<file path="src/rtl/instr_fetch_unit_if.sv">
// Bundle of the fetch unit's memory port, decode handshake and redirect inputs.
//   master: the fetch unit side (drives mem_req/mem_addr and the decode outputs).
//   slave:  the environment side (memory, decode stage, branch unit).
interface instr_fetch_unit_if #(
  parameter int unsigned ADDR_SIZE  = 16,
  parameter int unsigned INSTR_SIZE = 32
);
  // Memory request/grant/response port
  logic                  mem_req;
  logic [ADDR_SIZE-1:0]  mem_addr;
  logic                  mem_gnt;
  logic                  mem_rvalid;
  logic [INSTR_SIZE-1:0] mem_rdata;
  // Decode handshake
  logic                  out_valid;
  logic                  out_ready;
  logic [INSTR_SIZE-1:0] out_instr;
  logic [ADDR_SIZE-1:0]  out_ip;
  // Redirect
  logic                  jmp;
  logic [ADDR_SIZE-1:0]  jaddr;

  modport master (
    output mem_req, mem_addr, out_valid, out_instr, out_ip,
    input  mem_gnt, mem_rvalid, mem_rdata, out_ready, jmp, jaddr
  );

  modport slave (
    input  mem_req, mem_addr, out_valid, out_instr, out_ip,
    output mem_gnt, mem_rvalid, mem_rdata, out_ready, jmp, jaddr
  );
endinterface

</file>
<file path="src/rtl/instr_fetch_unit.sv">
// Instruction fetch front-end: issues word fetches over a request/grant/response memory port,
// buffers returned words tagged with their IP in a prefetch FIFO, and hands them to decode
// over a valid/ready handshake. A redirect (jmp) flushes the FIFO and marks every in-flight
// response as stale so it is dropped on return.
// Ports:
//   clk   clock
//   rstn  asynchronous active-low reset
//   bus   instr_fetch_unit_if.master: mem_req/mem_addr/mem_gnt/mem_rvalid/mem_rdata,
//         out_valid/out_ready/out_instr/out_ip, jmp/jaddr
module instr_fetch_unit #(
  parameter int unsigned          ADDR_SIZE  = 16,
  parameter int unsigned          INSTR_SIZE = 32,
  parameter int unsigned          DEPTH      = 4,
  parameter logic [ADDR_SIZE-1:0] RESET_IP   = '0
) (
  input logic                 clk,
  input logic                 rstn,
  instr_fetch_unit_if.master  bus
);

  localparam int unsigned CntW = $clog2(DEPTH) + 1;
  localparam int unsigned PtrW = $clog2(DEPTH);

  logic [ADDR_SIZE-1:0]  fetch_pc_q, fetch_pc_d;
  logic [ADDR_SIZE-1:0]  resp_pc_q, resp_pc_d;
  logic [CntW-1:0]       outstanding_q, outstanding_d;
  logic [CntW-1:0]       discard_q, discard_d;
  logic [CntW-1:0]       occ_q, occ_d;
  logic [PtrW-1:0]       wr_ptr_q, wr_ptr_d;
  logic [PtrW-1:0]       rd_ptr_q, rd_ptr_d;
  logic [INSTR_SIZE-1:0] instr_mem_q [DEPTH];
  logic [ADDR_SIZE-1:0]  ip_mem_q [DEPTH];

  logic [CntW:0] inflight;
  logic          credit_ok;
  logic          grant, rsp, drop, push, pop;

  // Every word either in flight or buffered holds a FIFO slot, so overflow cannot happen.
  assign inflight  = {1'b0, outstanding_q} + {1'b0, occ_q};
  assign credit_ok = inflight < (CntW + 1)'(DEPTH);

  // rstn gates the request so the memory sees no request while the unit is held in reset.
  assign bus.mem_req   = rstn & ~bus.jmp & credit_ok;
  assign bus.mem_addr  = fetch_pc_q;
  assign bus.out_valid = (occ_q != '0);
  assign bus.out_instr = instr_mem_q[rd_ptr_q];
  assign bus.out_ip    = ip_mem_q[rd_ptr_q];

  always_comb begin
    grant = bus.mem_req & bus.mem_gnt;
    // A response with nothing outstanding is a protocol error and is ignored.
    rsp   = bus.mem_rvalid & (outstanding_q != '0);
    drop  = rsp & ((discard_q != '0) | bus.jmp);
    push  = rsp & ~drop;
    pop   = bus.out_valid & bus.out_ready & ~bus.jmp;

    outstanding_d = outstanding_q + CntW'(grant) - CntW'(rsp);
    fetch_pc_d    = fetch_pc_q;
    resp_pc_d     = resp_pc_q;
    discard_d     = discard_q;
    occ_d         = occ_q;
    wr_ptr_d      = wr_ptr_q;
    rd_ptr_d      = rd_ptr_q;

    if (bus.jmp) begin
      // No grant is possible in a jmp cycle, so outstanding_d is exactly what remains in flight.
      fetch_pc_d = bus.jaddr;
      resp_pc_d  = bus.jaddr;
      discard_d  = outstanding_d;
      occ_d      = '0;
      wr_ptr_d   = '0;
      rd_ptr_d   = '0;
    end else begin
      if (grant) begin
        fetch_pc_d = fetch_pc_q + 1'b1;
      end
      if (drop) begin
        discard_d = discard_q - 1'b1;
      end
      if (push) begin
        resp_pc_d = resp_pc_q + 1'b1;
        wr_ptr_d  = wr_ptr_q + 1'b1;
      end
      if (pop) begin
        rd_ptr_d = rd_ptr_q + 1'b1;
      end
      occ_d = occ_q + CntW'(push) - CntW'(pop);
    end
  end

  always_ff @(posedge clk or negedge rstn) begin
    if (!rstn) begin
      fetch_pc_q    <= RESET_IP;
      resp_pc_q     <= RESET_IP;
      outstanding_q <= '0;
      discard_q     <= '0;
      occ_q         <= '0;
      wr_ptr_q      <= '0;
      rd_ptr_q      <= '0;
    end else begin
      fetch_pc_q    <= fetch_pc_d;
      resp_pc_q     <= resp_pc_d;
      outstanding_q <= outstanding_d;
      discard_q     <= discard_d;
      occ_q         <= occ_d;
      wr_ptr_q      <= wr_ptr_d;
      rd_ptr_q      <= rd_ptr_d;
    end
  end

  // Storage is cleared on reset so the head outputs read zero while empty after reset.
  always_ff @(posedge clk or negedge rstn) begin
    if (!rstn) begin
      for (int unsigned i = 0; i < DEPTH; i++) begin
        instr_mem_q[i] <= '0;
        ip_mem_q[i]    <= '0;
      end
    end else if (push) begin
      instr_mem_q[wr_ptr_q] <= bus.mem_rdata;
      ip_mem_q[wr_ptr_q]    <= resp_pc_q;
    end
  end

endmodule

</file>
<file path="src/flat_wrapper.sv">
// flat-port wrapper written by rule: the top's interface ports become plain ports
module instr_fetch_unit_flat 
#(
  parameter int unsigned          ADDR_SIZE  = 16,
  parameter int unsigned          INSTR_SIZE = 32,
  parameter int unsigned          DEPTH      = 4,
  parameter logic [ADDR_SIZE-1:0] RESET_IP   = '0
)
  (clk, rstn, bus_mem_req, bus_mem_addr, bus_out_valid, bus_out_instr, bus_out_ip, bus_mem_gnt, bus_mem_rvalid, bus_mem_rdata, bus_out_ready, bus_jmp, bus_jaddr);
  instr_fetch_unit_if #(.ADDR_SIZE(ADDR_SIZE), .INSTR_SIZE(INSTR_SIZE)) bus_i ();
  input logic clk;
  input logic rstn;
  output wire logic [$bits(bus_i.mem_req)-1:0] bus_mem_req;
  output wire logic [$bits(bus_i.mem_addr)-1:0] bus_mem_addr;
  output wire logic [$bits(bus_i.out_valid)-1:0] bus_out_valid;
  output wire logic [$bits(bus_i.out_instr)-1:0] bus_out_instr;
  output wire logic [$bits(bus_i.out_ip)-1:0] bus_out_ip;
  input wire logic [$bits(bus_i.mem_gnt)-1:0] bus_mem_gnt;
  input wire logic [$bits(bus_i.mem_rvalid)-1:0] bus_mem_rvalid;
  input wire logic [$bits(bus_i.mem_rdata)-1:0] bus_mem_rdata;
  input wire logic [$bits(bus_i.out_ready)-1:0] bus_out_ready;
  input wire logic [$bits(bus_i.jmp)-1:0] bus_jmp;
  input wire logic [$bits(bus_i.jaddr)-1:0] bus_jaddr;
  assign bus_mem_req = bus_i.mem_req;
  assign bus_mem_addr = bus_i.mem_addr;
  assign bus_out_valid = bus_i.out_valid;
  assign bus_out_instr = bus_i.out_instr;
  assign bus_out_ip = bus_i.out_ip;
  assign bus_i.mem_gnt = bus_mem_gnt;
  assign bus_i.mem_rvalid = bus_mem_rvalid;
  assign bus_i.mem_rdata = bus_mem_rdata;
  assign bus_i.out_ready = bus_out_ready;
  assign bus_i.jmp = bus_jmp;
  assign bus_i.jaddr = bus_jaddr;
  instr_fetch_unit #(.ADDR_SIZE(ADDR_SIZE), .INSTR_SIZE(INSTR_SIZE), .DEPTH(DEPTH), .RESET_IP(RESET_IP)) u_core (.clk(clk), .rstn(rstn), .bus(bus_i));
endmodule
</file>
<file path="config.mk">
export PLATFORM = sky130hd
export DESIGN_NAME = instr_fetch_unit_flat
export DESIGN_NICKNAME = d
export VERILOG_FILES = /design/src/rtl/instr_fetch_unit_if.sv /design/src/rtl/instr_fetch_unit.sv /design/src/flat_wrapper.sv
export SDC_FILE = /design/constraint.sdc
export NUM_CORES = 1
export LEC_CHECK = 0
export ABC_CLOCK_PERIOD_IN_PS = 2550
export CELL_PAD_IN_SITES_DETAIL_PLACEMENT = 1
export CELL_PAD_IN_SITES_GLOBAL_PLACEMENT = 1
export CORE_ASPECT_RATIO = 0.75
export CORE_UTILIZATION = 43
export CTS_CLUSTER_SIZE = 40
export DETAILED_ROUTE_END_ITERATION = 7
export PLACE_DENSITY = 0.79
export SETUP_SLACK_MARGIN = 0.3
export SYNTH_ARGS = -nofsm -noshare
export SYNTH_HDL_FRONTEND = slang
export SYNTH_SLANG_ARGS = --single-unit
</file>
<file path="constraint.sdc">
create_clock -name clk -period 2.55 [get_ports clk]
set_clock_uncertainty 0.1 [all_clocks]
set_input_delay 0.765 -clock clk [delete_from_list [all_inputs] [get_ports clk]]
set_output_delay 0.765 -clock clk [all_outputs]
set_load 0.1 [all_outputs]
</file>
==> results.cfg <==
[run_status]
status = complete, but fails checks
violations = negative setup slack

[clock_network]
clk_pin_slew_ns = 0.06
cts_root_buf = clkbuf_16
clkLatencyLatePin_ns = 0.52
cts.hold.buffers_added = 0
cts_htree_levels = 1
clock_sinks = 237
clk_path_buf_depth = 3
cts_tree = built
cts_buffers = 25

[global_route]
grt_pass1_vias = 8120
grt_use_total_pct = 22.9
antenna_found_initial = 0
grt_first_pass_wirelength_um = 48100
grt-ovfl-total = 0
grt_max_degree = 162

[yosys]
ys_warn_count = 0
synth.net_count = 824
synth_area_leaders = dfrtp_1 (52%), mux2_2 (11%), mux2_4 (11%)
yosys.area.top_type_share_pct = 52.3
yosys_register_bits = 237
yosys.area.top_type = dfrtp_1
yosysSeqAreaShare_pct = 52.3
syn_inst = 754
syn_area_per_cell_um2 = 15.1
syn_area_um2 = 11300
yosysUniqueCellTypes = 54

[job]
cap_viol_max_count = 0

[die]
start_util_pct = 43.8
die_width_um = 190
die_area_um2 = 27100
core-area_um2 = 25900
die_h_um = 143
pin_count = 120
rows = 51

[finish]
multi_input_area_um2 = 5360
nets = 991
antenna_cells = 0
area_delta_synth_final_pct = 33.5
seq_area_um2 = 5950
layout-drive-gt1-share_pct = 51.3
num-fill-cells = 2389

[power]
p_int_mw = 11.1
irDropWorstVdd_v = 0.000973
pwr-share-seq_pct = 26.9
power_frac_comb_pct = 54.0
clkPwrFrac_pct = 19.1
power_leakage_nw = 6.75
power_density_nw_per_um2 = 1290
p_sw_mw = 8.38
power_mw = 19.5
switching_share_pct = 43.0

[drt]
via_count = 7257
wl_um = 30400
drc = 0
drt_iter0_markers = 480
ant_nets = 0
dr.pass1.iters = 5
via_per_inst = 5.66
wl_per_cell_um = 23.7

[worst_setup_path]
critPathLaunchType = flop
arrival_ns = 2.05
crit_chain = buf_12, mux4_2, buf_12
cpPeakStageDelay_ns = 0.59
path_max_fanout = 15
cp_top_family = multiplexers
required_ns = 1.69
cpMaxStageDelayCell = mux4_2
critPathBufInv = 2
end_kind = output pin
worst-setup-path-type = reg2out
cp_common_cell = buf_12

[placement]
gp_congestion = 0.801
dpl_worst_slack_ns = -0.401
hpwlAfterDp_um = 18900
portBuffers = 119

[timing]
setup_viol = 51
setup_slack_ns = -0.364
slew_headroom_pct = 38.3
tightest_slew_ns = 0.925
holdWs_ns = 0.0575
final_period_minus_worst_setup_slack_ns = 2.91
hold_viol_final = 0
max_freq_mhz = 343
period_share_pct = 114
rsz0062_at_grt = yes
slew_viol_final = 0

[min_path]
hp-class = in2async
## sequential cells by signal, summed over array words and instances, names as in the netlist
| register | flops |
|---|---|
| u_core.rd_ptr_q | 2 |
| u_core.wr_ptr_q | 2 |
| u_core.ip_mem_q | 64 |
| u_core.resp_pc_q | 16 |
| u_core.instr_mem_q | 128 |
| u_core.outstanding_q | 3 |
| u_core.bus.mem_addr | 16 |
| u_core.discard_q | 3 |
| u_core.occ_q | 3 |
## synthesized netlist by cell type, drive strengths merged
master  number
a31o         1
o311ai      12
and2         6
and3         6
clkbuf       9
mux2i        2
or4          6
a31oi        7
xnor2        7
o31ai        4
clkinv       1
and3b        1
a211o        1
ha          14
nor2        16
nor4         4
o31a         2
nor2b        2
inv         17
or4b         1
o211ai       4
buf         35
o21a         1
and4         4
a21oi        8
o41ai        1
nand4       15
nor4b        1
xor2         9
nor3b        1
a21o         1
nand3       15
mux4        48
mux2       194
dfrtp      237
nand2b       2
nor3         3
fa           2
a221o        2
nand2       30
o21ai       16
or3          6
## power by group through the flow
stage	combinational [mW]	sequential, mW	clock (mW)
global placement	9.98	5.23	0
detailed placement	10.1	5.28	0
CTS	10.4	5.23	3.80
global route	10.9	5.36	3.96
floorplan	6.61	5.28	0
finish	10.5	5.25	3.73
## layer usage
metal | GRT usage, % | vias up | part of all wire (%)
li1 | - | 3147 | -
met1 | 32.6 | 3905 | 45
met2 | 37.2 | 159 | 49
met3 | 3.51 | 46 | 3.9
met4 | 4.92 | 0 | 1.9
met5 | 0 | - | 0
## what timing repair did
action                                  4_1_cts  5_1_grt
endpoints found under the setup margin      250      222
hold endpoints to repair                      0        0
buffers inserted                             11        6
pin swaps                                    20       16
resized for setup                            27       47
gates cloned                                  3        1
## cell families after synthesis
logic type	synth area share, %
DFF	52.3
xor gates and xnor gates	1.23
muxes	31.6
adders and majority gates	1.90
AOI/OAI and AO/OA	3.78
and+or+nand+nor	6.13
buffers and inverters	3.11
## worst paths after layout
| check | start | end | slack (ns) | depth (start not counted) |
|---|---|---|---|---|
| hold / removal | rstn | u_core.bus.mem_addr[4] | 0.06 | 2 |
| hold reg to reg | u_core.ip_mem_q[29] | u_core.ip_mem_q[29] | 0.40 | 1 |
| setup reg to reg | u_core.occ_q[2] | u_core.discard_q[1] | -0.06 | 9 |
| max in group asynchronous | rstn | u_core.rd_ptr_q[0] | 1.12 | 3 |
| setup / recovery | u_core.rd_ptr_q[0] | bus_out_ip[1] | -0.36 | 3 |
| min in group clk | u_core.ip_mem_q[29] | u_core.ip_mem_q[29] | 0.40 | 1 |
## through the flow
step | utilization [%] | cells | setup TNS (ns) | instance area [um^2]
floorplan | - | 754 | 0 | 11500
global placement | 53.2 | 1217 | -55.13 | 13800
detailed placement | 53.2 | 1217 | -61.66 | 13800
CTS | 57.3 | 1276 | -17.45 | 14800
global route | 58.5 | 1283 | -19.03 | 15200
finish | 58.5 | 1283 | -15.58 | 15200
## cells in the final DEF (no fill, tap or decap), types with 5 or more instances in the layout
master	n
dfrtp_1	220
mux2_2	113
mux2_4	81
buf_12	70
clkdlybuf4s50_1	50
buf_4	50
mux4_2	48
nand2_1	28
clkbuf_16	26
dfrtp_2	16
nor2_1	15
inv_1	14
nand4_1	14
nand3_1	11
o21ai_0	10
xor2_1	9
a21oi_1	8
ha_1	8
a31oi_1	7
clkbuf_8	7
buf_6	7
xnor2_1	6
o311ai_1	5
o311ai_4	5
clkbuf_1	5
## worst reg2reg max path, delay by kind of cell (launching register included)
family        cells  cell delay (ns)
fa+ha+maj         3             0.82
mux               1             0.29
simple gates      2             0.47
flops             1             0.44
buf+inv           3             0.37
## cell type report
class                   count  share of cell area, %
multi-input cells         455                   35.4
well taps                 344                   2.84
clock inverters             8                  0.660
clock buffers              37                   4.89
repair buffers            184                   16.5
flip-flops and latches    237                   39.3
inverters                  18                  0.462
No activity file was read; power rests on OpenSTA's default activity.
